[src/rtl/bus_interconnect.sv]
// Single-master bus fabric: decodes the cpu address into slave regions,
// forwards one access at a time with a ready handshake, and turns unmapped,
// conflicting or timed-out accesses into an error completion that is logged.
//
// Handshake: the master holds read or write until a one-cycle ready pulse.
// A request is accepted only in IDLE while armed. The master re-arms the
// fabric by dropping both read and write for at least one cycle. A slave
// finishes by raising its own s_ready bit while it is selected.
module bus_interconnect #(
    parameter int ADDR_WIDTH = 20,
    parameter int DATA_WIDTH = 16,
    parameter int NUM_SLAVES = 4,
    parameter logic [NUM_SLAVES*ADDR_WIDTH-1:0] BASE_ADDRS =
        {20'h0FF00, 20'h08010, 20'h08000, 20'h00000},
    parameter logic [NUM_SLAVES*5-1:0] SIZE_LOG2 = {5'd8, 5'd4, 5'd4, 5'd11},
    parameter int TIMEOUT = 15
) (
    input  logic                             clk,
    input  logic                             reset,
    input  logic [ADDR_WIDTH-1:0]            bus_addr,
    input  logic [DATA_WIDTH-1:0]            bus_wdata,
    output logic [DATA_WIDTH-1:0]            bus_rdata,
    input  logic                             read,
    input  logic                             write,
    output logic                             ready,
    output logic                             error,
    output logic [NUM_SLAVES-1:0]            s_sel,
    output logic [ADDR_WIDTH-1:0]            s_addr,
    output logic [DATA_WIDTH-1:0]            s_wdata,
    output logic                             s_read,
    output logic                             s_write,
    input  logic [NUM_SLAVES*DATA_WIDTH-1:0] s_rdata,
    input  logic [NUM_SLAVES-1:0]            s_ready,
    output logic [ADDR_WIDTH-1:0]            err_addr,
    output logic [7:0]                       err_count
);

    localparam int IDX_W = (NUM_SLAVES > 1) ? $clog2(NUM_SLAVES) : 1;
    localparam logic [7:0] TIMEOUT_CNT = 8'(TIMEOUT);

    typedef enum logic [1:0] {IDLE, ACCESS, RESP, ERR} state_t;

    state_t                state;
    state_t                state_next;
    logic                  armed;
    logic [7:0]            cnt;
    logic [IDX_W-1:0]      idx_q;
    logic [ADDR_WIDTH-1:0] addr_q;
    logic [DATA_WIDTH-1:0] rdata_q;

    logic                  hit_any;
    logic [IDX_W-1:0]      win_idx;
    logic [ADDR_WIDTH-1:0] win_off;
    logic                  accept;
    logic                  sel_ready;
    logic                  timed_out;

    // Address decode; scanning from the top index down lets the lowest hit win.
    always_comb begin
        hit_any = 1'b0;
        win_idx = '0;
        win_off = '0;
        for (int i = NUM_SLAVES - 1; i >= 0; i--) begin
            if ((bus_addr >> SIZE_LOG2[i*5 +: 5]) ==
                (BASE_ADDRS[i*ADDR_WIDTH +: ADDR_WIDTH] >> SIZE_LOG2[i*5 +: 5])) begin
                hit_any = 1'b1;
                win_idx = IDX_W'(i);
                win_off = bus_addr - BASE_ADDRS[i*ADDR_WIDTH +: ADDR_WIDTH];
            end
        end
    end

    assign accept    = (state == IDLE) && armed && (read || write);
    assign sel_ready = s_ready[idx_q];
    assign timed_out = (cnt + 8'd1) == TIMEOUT_CNT;

    // State register.
    always_ff @(posedge clk) begin
        if (reset) state <= IDLE;
        else       state <= state_next;
    end

    // Next-state decode and master-side completion outputs.
    always_comb begin
        state_next = state;
        ready      = 1'b0;
        error      = 1'b0;
        bus_rdata  = '0;
        case (state)
            IDLE: begin
                if (accept) begin
                    if ((read && write) || !hit_any) state_next = ERR;
                    else                             state_next = ACCESS;
                end
            end
            ACCESS: begin
                if (sel_ready)      state_next = RESP;
                else if (timed_out) state_next = ERR;
            end
            RESP: begin
                ready      = 1'b1;
                bus_rdata  = rdata_q;
                state_next = IDLE;
            end
            ERR: begin
                ready      = 1'b1;
                error      = 1'b1;
                state_next = IDLE;
            end
            default: state_next = IDLE;
        endcase
    end

    // Request latching, registered slave strobes, wait counter and error log.
    always_ff @(posedge clk) begin
        if (reset) begin
            armed     <= 1'b1;
            cnt       <= '0;
            idx_q     <= '0;
            addr_q    <= '0;
            rdata_q   <= '0;
            s_sel     <= '0;
            s_addr    <= '0;
            s_wdata   <= '0;
            s_read    <= 1'b0;
            s_write   <= 1'b0;
            err_addr  <= '0;
            err_count <= '0;
        end else begin
            // A completion disarms; an idle master (no request) re-arms.
            if (ready) armed <= 1'b0;
            if (!read && !write) armed <= 1'b1;

            case (state)
                IDLE: begin
                    if (accept) begin
                        addr_q <= bus_addr;
                        idx_q  <= win_idx;
                        cnt    <= '0;
                        if (state_next == ACCESS) begin
                            s_sel   <= NUM_SLAVES'(1) << win_idx;
                            s_addr  <= win_off;
                            s_wdata <= write ? bus_wdata : '0;
                            s_read  <= read;
                            s_write <= write;
                        end
                    end
                end
                ACCESS: begin
                    cnt <= cnt + 8'd1;
                    if (sel_ready)
                        rdata_q <= s_read ? s_rdata[idx_q*DATA_WIDTH +: DATA_WIDTH] : '0;
                    if (state_next != ACCESS) begin
                        s_sel   <= '0;
                        s_addr  <= '0;
                        s_wdata <= '0;
                        s_read  <= 1'b0;
                        s_write <= 1'b0;
                    end
                end
                ERR: begin
                    err_addr <= addr_q;
                    if (err_count != 8'd255) err_count <= err_count + 8'd1;
                end
                default: ;
            endcase
        end
    end

endmodule

[config.mk]
export PLATFORM = sky130hd
export DESIGN_NAME = bus_interconnect
export DESIGN_NICKNAME = d
export VERILOG_FILES = /design/src/rtl/bus_interconnect.sv
export SDC_FILE = /design/constraint.sdc
export NUM_CORES = 1
export LEC_CHECK = 0
export ABC_AREA = 1
export ABC_CLOCK_PERIOD_IN_PS = 3900
export BUFFER_PORTS_ARGS = -buffer_cell sky130_fd_sc_hd__buf_2
export CAP_MARGIN = 30
export CORE_MARGIN = 2
export CORE_UTILIZATION = 40
export CTS_CLUSTER_DIAMETER = 120
export DETAILED_ROUTE_END_ITERATION = 8
export HOLD_SLACK_MARGIN = 0.05
export PLACE_DENSITY = 0.71
export SYNTH_ARGS = -nofsm -noshare
export SYNTH_HDL_FRONTEND = slang
export SYNTH_SLANG_ARGS = --single-unit
[constraint.sdc]
create_clock -name clk -period 3.9 [get_ports clk]
set_clock_uncertainty 0.2 [all_clocks]
set_input_delay 0.39 -clock clk [delete_from_list [all_inputs] [get_ports clk]]
set_output_delay 0.39 -clock clk [all_outputs]
set_load 0.05 [all_outputs]
==> summary.md <==
| Metric | Value |
|---|---|
| Distinct cells, synth | `34` |
| Main area contributors after synthesis | `sky130_fd_sc_hd__dfxtp_1 (39%), sky130_fd_sc_hd__nor2_1 (9.6%), sky130_fd_sc_hd__o21ai_0 (8.7%)` |
| Most numerous cell types in the synthesized netlist | `sky130_fd_sc_hd__nor2_1 (158), sky130_fd_sc_hd__nand2_1 (127), sky130_fd_sc_hd__dfxtp_1 (119)` |
| Reg clk slew, reported paths | `60 ps` |
| Num Clock Sinks | `119` |
| Psw | `1820 uW` |
| Final count of hold timing violations | `0` |
| Number of nets in the final layout | `roughly 1,200` |
| Vias in the first global route | `5,757` |
| Via total after detailed routing | `approximately 6,500` |
| Hold WC Path Type | `in -> reg` |
| Cell Area, Synth | `a little over 0.006 mm^2` |
| Shortest period the worst path allows | `3240 ps` |
| Max IR drop VDD | `between 0.3 and 0.4 mV` |
| Setup Viol. Count Final | `0` |
| Vert. Die Dim | `roughly 130 um` |
| Unrepaired setup endpoints after global routing | `no` |
| Pin count of the biggest net entering global routing | `60` |
| Clock tree root buffer cell | `sky130_fd_sc_hd__clkbuf_16` |
| Die Outline Area | `roughly 0.016 mm^2` |
| Worst Max-Slew Pin Slew | `~710 ps` |
| Post-route clock period utilization | `between 80 and 90%` |
| Leakage power | `0.00373 uW` |
| Post-route insts no fill | `1,297` |
| Number of vias per cell after detailed routing | `4.98` |
| Post-route setup slack | `662 ps` |
| Fraction of the yosys area taken by sequential cells | `roughly two fifths` |
| Fin Setup TNS | `0 ps` |
| I/O pins | `196` |
| Startpoint type of the worst setup path | `register` |
| Cell family with most CP delay | `simple AND/OR/NAND/NOR gates` |
| Switching power as a share of total power | `approximately two fifths` |
| Post-layout power | `roughly 4600 uW` |
| Buffers plus inverters on the worst setup path | `1` |
| Iteration count of the initial detailed-routing pass | `5` |
| Proportion of layout cells with a drive suffix above 1 | `approximately a quarter` |
| Clock power share | `between 30% and 40%` |
| Critical-path top delay cell | `sky130_fd_sc_hd__nand3_4` |
| Cells after synthesis | `924` |
| Die W | `128 um` |
| Number of antenna violations at the first check in global routing | `0` |
| Cell Count Post-Placement | `roughly 1,300` |
| Largest fanout of any net on the critical path | `59` |
| Average wire per cell in the routed design | `approximately 14 um` |
| Largest buffer count on any clock path | `2` |
| Global-route congestion overflow total | `0` |
| Internal power | `around 2800 uW` |
| Count of buffers from port buffering | `195` |
| Proportion of power drawn by flip-flops and latches | `32.8%` |
| Worst slew margin relative to its limit | `52.6%` |
| Clock insertion delay at the later pin of the skew report | `approximately 410 ps` |
| TritonCTS Buffers | `17` |
| Cell row count | `45` |
| Syn. warnings | `0` |
| First-iteration detailed-routing DRC count | `roughly 370` |
| Most used standard cell by instance count after synthesis | `sky130_fd_sc_hd__nor2_1` |
| Area of the core region | `~0.015 mm^2` |
| Fmax | `between 300 and 400 MHz` |
| Average size of a mapped cell | `roughly 6.7 um^2` |
| Worst-case setup slack after placement | `371 ps` |
| Share of the core filled with cells in the final layout | `around half` |
| Number of synthesized register bits | `~120` |
| # diodes | `0` |
| Final slew viol count | `0` |
| P&R area growth vs syn | `26.9%` |
| Result of the run | `finished, final reports clean` |
| Count of filler cells inserted in the layout | `around 1,500` |
| Max_cap viols | `0` |
| Post-cts resize count | `0` |
| Number of enable flip-flop cells after synthesis | `0` |
| Final wirelength | `18,400 um` |
| HPWL after detailed placement | `between 10,000 and 15,000 um` |
| Nature of the critical path endpoint | `register` |
| TritonCTS clock tree | `done` |
| Arrival time at the worst endpoint | `roughly 3300 ps` |
| First-pass GRT wire length | `approximately 28,000 um` |
| Async set-or-reset flop fraction in the synthesized netlist | `0%` |
| DRC violations left | `0` |
| Final GP Congestion | `0.912` |
| Worst Setup Path Type | `reg -> reg` |
| GRT Overall Usage | `a little over a fifth` |
| Cell accounting for the most synthesized area | `sky130_fd_sc_hd__dfxtp_1` |
| Net count of the mapped netlist | `around 1,000` |
| H-tree lvl count | `4` |
| Required time of the critical path | `roughly 4000 ps` |
| Top FF cell, synth | `sky130_fd_sc_hd__dfxtp_1` |
| PwrDens | `591 mW/mm^2` |
| Residual antenna-violating net count after detailed routing | `0` |
| Critical Path, Cell by Cell | `ha_1 -> nand3_1 -> nor2_1 -> nand2_1 -> nand2_1 -> nor2_1 -> nand3_1 -> nand2_1 -> inv_2 -> nand3_1 -> nand2_2 -> nand3_4 -> o21ai_0 -> nor2_1` |
| Share of the synthesized area in the top cell type | `roughly two fifths` |
| Combinational share of power | `roughly 33%` |
| Starting density of the core | `around 40%` |
| Largest stage delay, worst path | `660 ps` |
## cell type report
type | instances | area (um^2) | area share [%]
Clock inverter | 14 | 159 | 2.04
Multi-Input combinational cell | 626 | 3060 | 39.2
Timing Repair Buffer | 207 | 1070 | 13.7
Sequential cell | 119 | 2380 | 30.5
Tap cell | 188 | 235 | 3.01
Inverter | 125 | 469 | 6.01
Clock buffer | 18 | 429 | 5.50
## power by group through the flow
stage	logic (uW)	clock network, uW	registers [uW]
global placement	1520	0	1540
CTS	1550	1580	1510
detailed placement	1540	0	1540
finish	1540	1560	1510
global route	1700	1640	1540
floorplan	812	0	1910
## worst min-delay path, delay by kind of cell
family | cells | cell delay [ps]
buf+inv | 2 | 180
compound gates | 1 | 60
## per-layer routing
layer  track usage [%]  wire length, um  up-vias
li1                  -                -     3332
met1              27.2             8290     2877
met2              36.3             8410      219
met3              5.80             1250       27
met4              9.24              453        0
met5                 0                0        -
## logic make-up (layout without fill, tap and decap cells)
| kind of cell | after synthesis | count (layout) | synth area share, % |
|---|---|---|---|
| flops | 119 | 119 | 38.7 |
| simple gates | 366 | 366 | 25.7 |
| xor+xnor | 2 | 2 | 0.285 |
| fa+ha+maj | 11 | 11 | 2.24 |
| buf+inv | 179 | 364 | 11.6 |
| compound gates | 247 | 247 | 21.4 |
## per-stage QoR
step	hold slack [ps]	instance area, um^2
floorplan	220	6150
global placement	226	7200
detailed placement	233	7200
CTS	52.7	7800
global route	65.3	7800
finish	66.5	7800
## registers in the layout (all words and copies together) (netlist names)
register,cells
addr_q,20
armed,1
cnt,8
err_addr,20
err_count,8
idx_q,2
rdata_q,16
s_addr,20
s_read,1
s_sel,4
s_wdata,16
s_write,1
state,2
## cells in the final DEF (no fill, tap or decap)
cell type and count:
sky130_fd_sc_hd__xnor2_1 1, sky130_fd_sc_hd__clkinv_2 6, sky130_fd_sc_hd__nor3_1 6, sky130_fd_sc_hd__clkinv_1 2
sky130_fd_sc_hd__o21ai_2 1, sky130_fd_sc_hd__buf_4 10, sky130_fd_sc_hd__nor2_2 2, sky130_fd_sc_hd__buf_2 195
sky130_fd_sc_hd__dfxtp_1 119, sky130_fd_sc_hd__nand4_1 24, sky130_fd_sc_hd__o21ai_1 4, sky130_fd_sc_hd__bufinv_16 3
sky130_fd_sc_hd__clkinv_4 1, sky130_fd_sc_hd__nand2_1 127, sky130_fd_sc_hd__nor2_1 157, sky130_fd_sc_hd__inv_1 114
sky130_fd_sc_hd__ha_1 11, sky130_fd_sc_hd__nand3_1 28, sky130_fd_sc_hd__a21oi_1 104, sky130_fd_sc_hd__dlygate4sd3_1 2
sky130_fd_sc_hd__nand4_2 1, sky130_fd_sc_hd__o21bai_1 1, sky130_fd_sc_hd__a211oi_1 11, sky130_fd_sc_hd__nand3_4 1
sky130_fd_sc_hd__clkbuf_1 1, sky130_fd_sc_hd__nand4_4 1, sky130_fd_sc_hd__xor2_1 1, sky130_fd_sc_hd__o21ai_0 107
sky130_fd_sc_hd__inv_2 9, sky130_fd_sc_hd__a21oi_2 10, sky130_fd_sc_hd__a31oi_1 1, sky130_fd_sc_hd__clkbuf_16 17
sky130_fd_sc_hd__o22ai_1 8, sky130_fd_sc_hd__nand2_2 14, sky130_fd_sc_hd__nand3b_1 1, sky130_fd_sc_hd__or2_2 1
sky130_fd_sc_hd__clkinvlp_4 4, sky130_fd_sc_hd__nor2_4 3
## final timing paths
| check | startpoint | endpoint | slack, ps | cells after the start |
|---|---|---|---|---|
| max | cnt[0] | s_addr[9] | 660 | 14 |
| min | bus_addr[0] | addr_q[0] | 70 | 3 |
| max reg2reg | cnt[0] | s_addr[9] | 660 | 14 |
| min reg2reg | addr_q[0] | err_addr[0] | 240 | 2 |
## repair_timing
item                      in CTS  in global routing
buffers inserted               0                  0
hold endpoints to repair       2                  0
hold buffers                   2                  0
Note: power is estimated with default switching activity, not from simulation.
